[src/rtl/fpu_cmp_pkg.sv]
// Shared definitions for the compare-sharing datapath.
// Default sizing plus the default-configuration S1 payload and response shapes.
// Parameterized users declare same-shaped local types at their own widths.
package fpu_cmp_pkg;

  localparam int unsigned DefWidth = 32;
  localparam int unsigned DefNreq  = 4;
  localparam int unsigned DefIdw   = $clog2(DefNreq);

  typedef struct packed {
    logic [DefWidth-1:0] a;
    logic [DefWidth-1:0] b;
    logic                is_signed;
    logic [DefIdw-1:0]   id;
  } s1_payload_t;

  typedef struct packed {
    logic [DefIdw-1:0] id;
    logic              lt;
  } cmp_resp_t;

endpackage

[src/rtl/slt_cmp_unit.sv]
// Combinational set-less-than unit: a + ~b + 1 with carry/overflow selection.
// Ports:
//   a, b      : operands
//   is_signed : 1 = two's-complement compare, 0 = unsigned compare
//   lt        : 1 when a < b under the selected mode
module slt_cmp_unit #(
  parameter int unsigned WIDTH = 32
) (
  input  logic [WIDTH-1:0] a,
  input  logic [WIDTH-1:0] b,
  input  logic             is_signed,
  output logic             lt
);

  logic [WIDTH:0] sum;
  logic           carry;
  logic           ovf;

  assign sum   = {1'b0, a} + {1'b0, ~b} + (WIDTH + 1)'(1);
  assign carry = sum[WIDTH];
  // Operands of differing sign whose difference flips away from a's sign overflowed.
  assign ovf   = (a[WIDTH-1] != b[WIDTH-1]) && (sum[WIDTH-1] != a[WIDTH-1]);
  // No borrow out means a >= b unsigned; equal operands give carry = 1, sign = 0.
  assign lt    = is_signed ? (sum[WIDTH-1] ^ ovf) : !carry;

endmodule

[src/rtl/slt_share_arb.sv]
// Round-robin arbiter feeding a two-stage pipeline around one shared SLT unit.
// Ports:
//   clk, rst_n           : clock, asynchronous active-low reset
//   req_valid/req_ready  : per-requester handshake (req_ready one-hot or zero)
//   req_a, req_b         : packed operands, requester i at [i*WIDTH +: WIDTH]
//   req_signed           : per-requester compare mode
//   resp_valid/ready     : result handshake
//   resp_id, resp_lt     : requester index and less-than result
module slt_share_arb
  import fpu_cmp_pkg::*;
#(
  parameter int unsigned NREQ  = DefNreq,
  parameter int unsigned WIDTH = DefWidth,
  parameter int unsigned IDW   = $clog2(NREQ)
) (
  input  logic                  clk,
  input  logic                  rst_n,
  input  logic [NREQ-1:0]       req_valid,
  output logic [NREQ-1:0]       req_ready,
  input  logic [NREQ*WIDTH-1:0] req_a,
  input  logic [NREQ*WIDTH-1:0] req_b,
  input  logic [NREQ-1:0]       req_signed,
  output logic                  resp_valid,
  input  logic                  resp_ready,
  output logic [IDW-1:0]        resp_id,
  output logic                  resp_lt
);

  typedef struct packed {
    logic [WIDTH-1:0] a;
    logic [WIDTH-1:0] b;
    logic             is_signed;
    logic [IDW-1:0]   id;
  } s1_t;

  typedef struct packed {
    logic [IDW-1:0] id;
    logic           lt;
  } resp_t;

  logic           s1_v_q;
  s1_t            s1_q;
  s1_t            s1_d;
  logic           out_v_q;
  resp_t          out_q;
  logic [IDW-1:0] ptr_q;
  logic [IDW-1:0] ptr_d;
  logic [IDW-1:0] gnt_idx;
  logic [IDW-1:0] cand;
  logic           gnt_found;
  logic           grant;
  logic           out_adv;
  logic           s1_adv;
  logic           s1_lt;

  assign out_adv = !out_v_q || resp_ready;
  assign s1_adv  = !s1_v_q || out_adv;

  // First valid requester at or after ptr, wrapping.
  always_comb begin
    gnt_found = 1'b0;
    gnt_idx   = '0;
    cand      = '0;
    for (int unsigned k = 0; k < NREQ; k++) begin
      cand = IDW'((32'(ptr_q) + k) % NREQ);
      if (!gnt_found && req_valid[cand]) begin
        gnt_found = 1'b1;
        gnt_idx   = cand;
      end
    end
  end

  // rst_n gate keeps req_ready low for the whole reset window.
  assign grant     = rst_n && s1_adv && gnt_found;
  assign req_ready = grant ? (NREQ'(1) << gnt_idx) : '0;
  assign ptr_d     = grant ? IDW'((32'(gnt_idx) + 1) % NREQ) : ptr_q;

  always_comb begin
    s1_d.a         = req_a[32'(gnt_idx) * WIDTH +: WIDTH];
    s1_d.b         = req_b[32'(gnt_idx) * WIDTH +: WIDTH];
    s1_d.is_signed = req_signed[gnt_idx];
    s1_d.id        = gnt_idx;
  end

  slt_cmp_unit #(
    .WIDTH(WIDTH)
  ) u_cmp (
    .a        (s1_q.a),
    .b        (s1_q.b),
    .is_signed(s1_q.is_signed),
    .lt       (s1_lt)
  );

  always_ff @(posedge clk or negedge rst_n) begin
    if (!rst_n) begin
      s1_v_q  <= 1'b0;
      s1_q    <= '0;
      out_v_q <= 1'b0;
      out_q   <= '0;
      ptr_q   <= '0;
    end else begin
      ptr_q <= ptr_d;
      if (out_adv) begin
        out_v_q <= s1_v_q;
        // Payload only moves with a real result so resp_id/resp_lt stay quiet otherwise.
        if (s1_v_q) begin
          out_q.id <= s1_q.id;
          out_q.lt <= s1_lt;
        end
      end
      if (s1_adv) begin
        s1_v_q <= grant;
        if (grant) s1_q <= s1_d;
      end
    end
  end

  assign resp_valid = out_v_q;
  assign resp_id    = out_q.id;
  assign resp_lt    = out_q.lt;

endmodule

[config.mk]
export PLATFORM = sky130hd
export DESIGN_NAME = slt_share_arb
export DESIGN_NICKNAME = d
export VERILOG_FILES = /design/src/rtl/fpu_cmp_pkg.sv /design/src/rtl/slt_cmp_unit.sv /design/src/rtl/slt_share_arb.sv
export SDC_FILE = /design/constraint.sdc
export NUM_CORES = 1
export LEC_CHECK = 0
export BUFFER_PORTS_ARGS = -buffer_cell sky130_fd_sc_hd__buf_4
export CAP_MARGIN = 20
export CORE_ASPECT_RATIO = 0.7
export CORE_UTILIZATION = 40
export CTS_BUF_LIST = sky130_fd_sc_hd__clkbuf_8
export DETAILED_ROUTE_END_ITERATION = 10
export HOLD_SLACK_MARGIN = 0.06
export PLACE_DENSITY = 0.76
export SLEW_MARGIN = 40
export SYNTH_ARGS = -nofsm -noshare
export SYNTH_HDL_FRONTEND = slang
export SYNTH_HIERARCHICAL = 1
export SYNTH_SLANG_ARGS = --single-unit
[constraint.sdc]
create_clock -name clk -period 4.8 [get_ports clk]
set_input_delay 0.72 -clock clk [delete_from_list [all_inputs] [get_ports clk]]
set_output_delay 0.72 -clock clk [all_outputs]
set_load 0.02 [all_outputs]
# [Word level (Yosys, flattened, before mapping)]
# Index checks and enable logic that the tools add are counted.
[word_totals] reg_bits=74 latch_bits=0 ram_bits=0 romBits=0 out_inout_bits=8 n_memories=0
[op_classes] n_addsub=6 n_mul=0 n_div=0 n_lt_le_gt_ge=5 n_eq_ne=2 shift=3 mux=20 n_bitwise=2 reduce_logical=16
[ops] op="$shiftx 128x8->32" count=2
[ops] op="$add 32x32->33" count=1
[ops] op="$add 33x1->33 const B" count=1
[ops] op="$not 32->32" count=1
[ops] op="$lt 2x3->1 const B" count=5
[ops] op="$bmux 1 s2" count=5
[ops] op="$mux 1" count=10
[ops] op="$mux 2" count=4
[ops] op="$logic_and 1x1->1" count=6
[ops] op="$logic_not 1->1" count=6
[ops] op="$add 2x1->2 const B" count=2
[ops] op="$add 2x2->2 const B" count=2
[ops] op="$mux 4" count=1
[ops] op="$reduce_and 2->1" count=2
[ops] op="$shl 1x2->4 const A" count=1
[ops] op="$logic_or 1x1->1" count=2
[ops] op="$ne 1x1->1" count=2
[ops] op="$xor 1x1->1" count=1

# [Logic depth before layout (Yosys ltp)]
[logic_depth] word_depth=14 ltp_mapped=13 mapped_depth_nobuf=13

# [Modules after synthesis]
# Netlist, hierarchy kept.
[modules_own_cells] module="slt_share_arb" n_inst=1 cells_per_inst=423 area_per_inst_um2=4558.1 seq_area_each_um2=1851.8
[modules_own_cells] module="slt_cmp_unit" n_inst=1 cells_per_inst=149 area_per_inst_um2=1027.2 seq_area_each_um2=0.0

# [Least setup slack after synthesis]
# No wires, ideal clock.
[synth_timing] path_type="input -> output" startpoint="input port req_valid[3]" endpoint="output port req_ready[0]" arrival_time_ps=1907 slack_ps=2173 cell_stages=5 path_cell_list="a21boi_1 > o221a_1 > buf_4 > buf_2 > nor3b_1"
[synth_via] elab_chain_len=14
[synth_rtl] item="start, declared" line_no="slt_share_arb.sv:18" source="input logic [NREQ-1:0] req_valid,"
[synth_rtl] item="$bmux 1 s2" line_no="slt_share_arb.sv:66" source="if (!gnt_found && req_valid[cand]) begin"
[synth_rtl] item="$mux 1 (implied by the code)" line_no="slt_share_arb.sv:66"
[synth_rtl] item="$mux 1" line_no="slt_share_arb.sv:66"
[synth_rtl] item="$logic_not 1->1" line_no="slt_share_arb.sv:66"
[synth_rtl] item="$logic_and 1x1->1" line_no="slt_share_arb.sv:66"
[synth_rtl] item="$mux 1" line_no="slt_share_arb.sv:66"
[synth_rtl] item="$logic_not 1->1" line_no="slt_share_arb.sv:66"
[synth_rtl] item="$logic_and 1x1->1" line_no="slt_share_arb.sv:66"
[synth_rtl] item="$mux 1" line_no="slt_share_arb.sv:66"
[synth_rtl] item="$logic_not 1->1" line_no="slt_share_arb.sv:66"
[synth_rtl] item="$logic_and 1x1->1" line_no="slt_share_arb.sv:66"
[synth_rtl] item="$mux 2 or $mux 1 (tied branches)" line_no="slt_share_arb.sv:66"
[synth_rtl] item="$shl 1x2->4 or $logic_and 1x1->1 (tied branches)" line_no="slt_share_arb.sv:75, slt_share_arb.sv:74"
[synth_rtl] item="$mux 4 *" line_no="slt_share_arb.sv:75" source="assign req_ready = grant ? (NREQ'(1) << gnt_idx) : '0;"
[synth_rtl] item="end, declared" line_no="slt_share_arb.sv:19" source="output logic [NREQ-1:0] req_ready,"
# Every way passes the cells marked *; elsewhere a longest branch is shown, timed or not. The select of a mux whose other input is x is not followed.

# [Worst setup path in the final report]
[layout_timing] startpoint="input port rst_n" endpoint="output port req_ready[3]"
[layout_via] elab_chain_len=3
[layout_rtl] item="start, declared" line_no="slt_share_arb.sv:17" source="input logic rst_n,"
[layout_rtl] item="$logic_and 1x1->1 (2 in a row)" line_no="slt_share_arb.sv:74" source="assign grant = rst_n && s1_adv && gnt_found;"
[layout_rtl] item="$mux 4" line_no="slt_share_arb.sv:75"
# No other way between the ends.

==> impl_metrics.env <==
export IMPL_post_route_cell_area_sq_mm=0.00790
export IMPL_syn_area_sq_mm=0.00559
export IMPL_place_area_sq_mm=0.00769
export IMPL_grt_pass1_vias=5337
export IMPL_die_width_um=143
export IMPL_dp_slack_ns=1.39
export IMPL_rows=35
export IMPL_synth_warnings=6
export IMPL_hpwl_um=13300
export IMPL_fin_skew_ns=0.00734
export IMPL_avgSynthCellArea_sq_um=9.76
export IMPL_numPlacedInstances=996
export IMPL_synthCells=572
export IMPL_layout_common_cells="283 x buf_4, 74 x dfrtp_1, 73 x nor2_1, 66 x mux2i_1, 65 x o22ai_1"
export IMPL_cp_required_ns=4.08
export IMPL_fin_cells=1012
export IMPL_design_core_area_sq_mm=0.0134
export IMPL_ios=275
export IMPL_power_density_mw_per_mm2=356
export IMPL_drt_wirelength_per_cell_um=17.0
export IMPL_clk_path_buf_depth=2
export IMPL_postCtsSetupRepairBufs=0
export IMPL_nNetsFinal=1121
export IMPL_routed_wl_um=17200
export IMPL_ys_flop_type="dfrtp_1"
export IMPL_layout_commonest_cell="buf_4"
export IMPL_drc=0
export IMPL_synth_edf_count=0
export IMPL_port_buffers=274
export IMPL_r2r_slack_ns=1.89
export IMPL_drt_iter0_drc=197
export IMPL_worst_slack_ns=1.40
export IMPL_ys_async_sr_fraction_pct=100
export IMPL_post_cts_resized=0
export IMPL_min_path_type="primary input to asynchronous set/reset pin"
export IMPL_via_count=5508
export IMPL_grt_usage_pct=23.8
export IMPL_via_per_inst=5.44
export IMPL_end_kind="output port"
export IMPL_ant_nets=0
export IMPL_hold_buffers=0
export IMPL_cts_root_buf="clkbuf_8"
export IMPL_grt_pass1_wl_um=26700
export IMPL_slew_viol_final=0
export IMPL_finalHoldViolCount=0
export IMPL_fin_hold_ws_ns=0.333
export IMPL_drive_above_1_share_pct=43.0
export IMPL_synth_seq_area_share_pct=33.2
export IMPL_fin_crit_ns=3.40
export IMPL_syn_nets=871
export IMPL_crit_type="primary input to output port"
export IMPL_die_area_sq_mm=0.0144
export IMPL_htreeDepth=3
export IMPL_finalSetupViolCount=0
export IMPL_synthDistinctLibCells=51
export IMPL_cts_sinks=74
export IMPL_start_util_pct=41.7
export IMPL_overflow=0
export IMPL_synth_seq_cells=74
export IMPL_rsz0062_at_grt="false"
export IMPL_relSlewSlack_pct=49.8
export IMPL_worst_r2r_cell_count=12
export IMPL_max_clock_freq_mhz=294
export IMPL_drt_pass1_iterations=5
export IMPL_p_leak_nw=3.88
export IMPL_timing_setup_tns_ns=0
export IMPL_grt_max_degree=66
export IMPL_tritoncts="yes"
export IMPL_syn2layout_area_growth_pct=41.4
export IMPL_max_cap_viol_count=0
export IMPL_clock_latency_ns=0.34
export IMPL_gp_congestion=0.824
export IMPL_tightest_slew_ns=0.751
export IMPL_antenna_diode_count=0
export IMPL_dieHeight_um=101
export IMPL_clk_pin_slew_ns=0.07
export IMPL_peakVddDrop_v=0.000172
export IMPL_worstSetupStartpointType="primary input"
export IMPL_cts_buffers_inserted=9
export IMPL_arrival_ns=2.68
export IMPL_period_share_pct=70.8
export IMPL_crit_fanout=37
export IMPL_r2r_end="resp_lt$_DFFE_PN0P_"
export IMPL_antenna_found_initial=0
export IMPL_r2r_start="s1_q[62]$_DFFE_PN0P_"
export IMPL_outcome="complete, no violations"
[kinds of logic (layout without fill, tap and decap cells)]
group | count (synthesis) | after routing | synth area share, %
buf+inv | 80 | 335 | 7.66
mux | 69 | 69 | 12.4
flops | 74 | 74 | 33.2
fa+ha+maj | 32 | 32 | 7.30
compound gates | 189 | 189 | 29.2
simple gates | 128 | 128 | 10.2
[layout make-up]
type,count,area (sq um)
fillers,1241,5500
multi-input cells,418,3340
repair buffers,284,2140
flip-flops and latches,74,1850
well taps,185,231
clock buffers,11,151
inverters,35,131
clock inverters,5,53.8
[state kept, by name, indices dropped and copies added, names as in the netlist]
name,flops
ptr_q,2
resp_id,2
resp_lt,1
resp_valid,1
s1_q,67
s1_v_q,1
[report_power, final]
group	internal (W)	leakage, nW	switching (W)
registers	0.000794	0.840	0.000118
clock network	0.000266	0.103	0.000223
logic	0.000656	2.94	0.000756
total	0.00172	3.88	0.00110
[layer usage]
layer  vias to the layer above  wire length, um  GRT usage, %  share of wire, %
met5                         -                0             0                 0
met4                         0               61          3.19              0.35
met3                         8             1030          4.37               6.0
met2                       176             8130          40.2                47
met1                      2629             7960          32.5                46
li1                       2695                -             -                 -
[how the worst max path moves through the flow]
stage	from	end	slack (ns)	cells after the start
after global placement	rst_n	req_ready[3]	1.43	6
final	rst_n	req_ready[3]	1.40	6
after detailed placement	rst_n	req_ready[3]	1.39	6
after floorplan	req_valid[3]	req_ready[0]	2.17	5
after global routing	rst_n	req_ready[3]	1.25	6
after CTS	rst_n	req_ready[3]	1.38	6
[cell usage after synthesis (all sizes together) (8+ instances only)]
library cell  instances  area, sq um
nor2                 73          274
nand3                 8         40.0
inv                  35          131
dfrtp                74         1850
buf                  31          244
mux2i                66          661
a21oi                21          116
a221oi               65          813
nand2                22         85.1
clkbuf               14         52.6
o21ai                11         55.1
ha                   31          388
o22ai                65          407
[per-stage QoR]
stage          total power (W)  utilization, %
2_1_floorplan          0.00189               -
3_3_place_gp           0.00230            57.4
3_5_place_dp           0.00234            57.4
4_1_cts                0.00284            58.9
5_1_grt                0.00303            58.9
6_report               0.00281            58.9
[worst max-delay path: stages]
cell	delay [ns]
buf_4	0.40
a21boi_2	0.31
and2_2	0.52
buf_4	0.39
and2_1	0.18
buf_4	0.14
No activity file was read; power rests on OpenSTA's default activity.
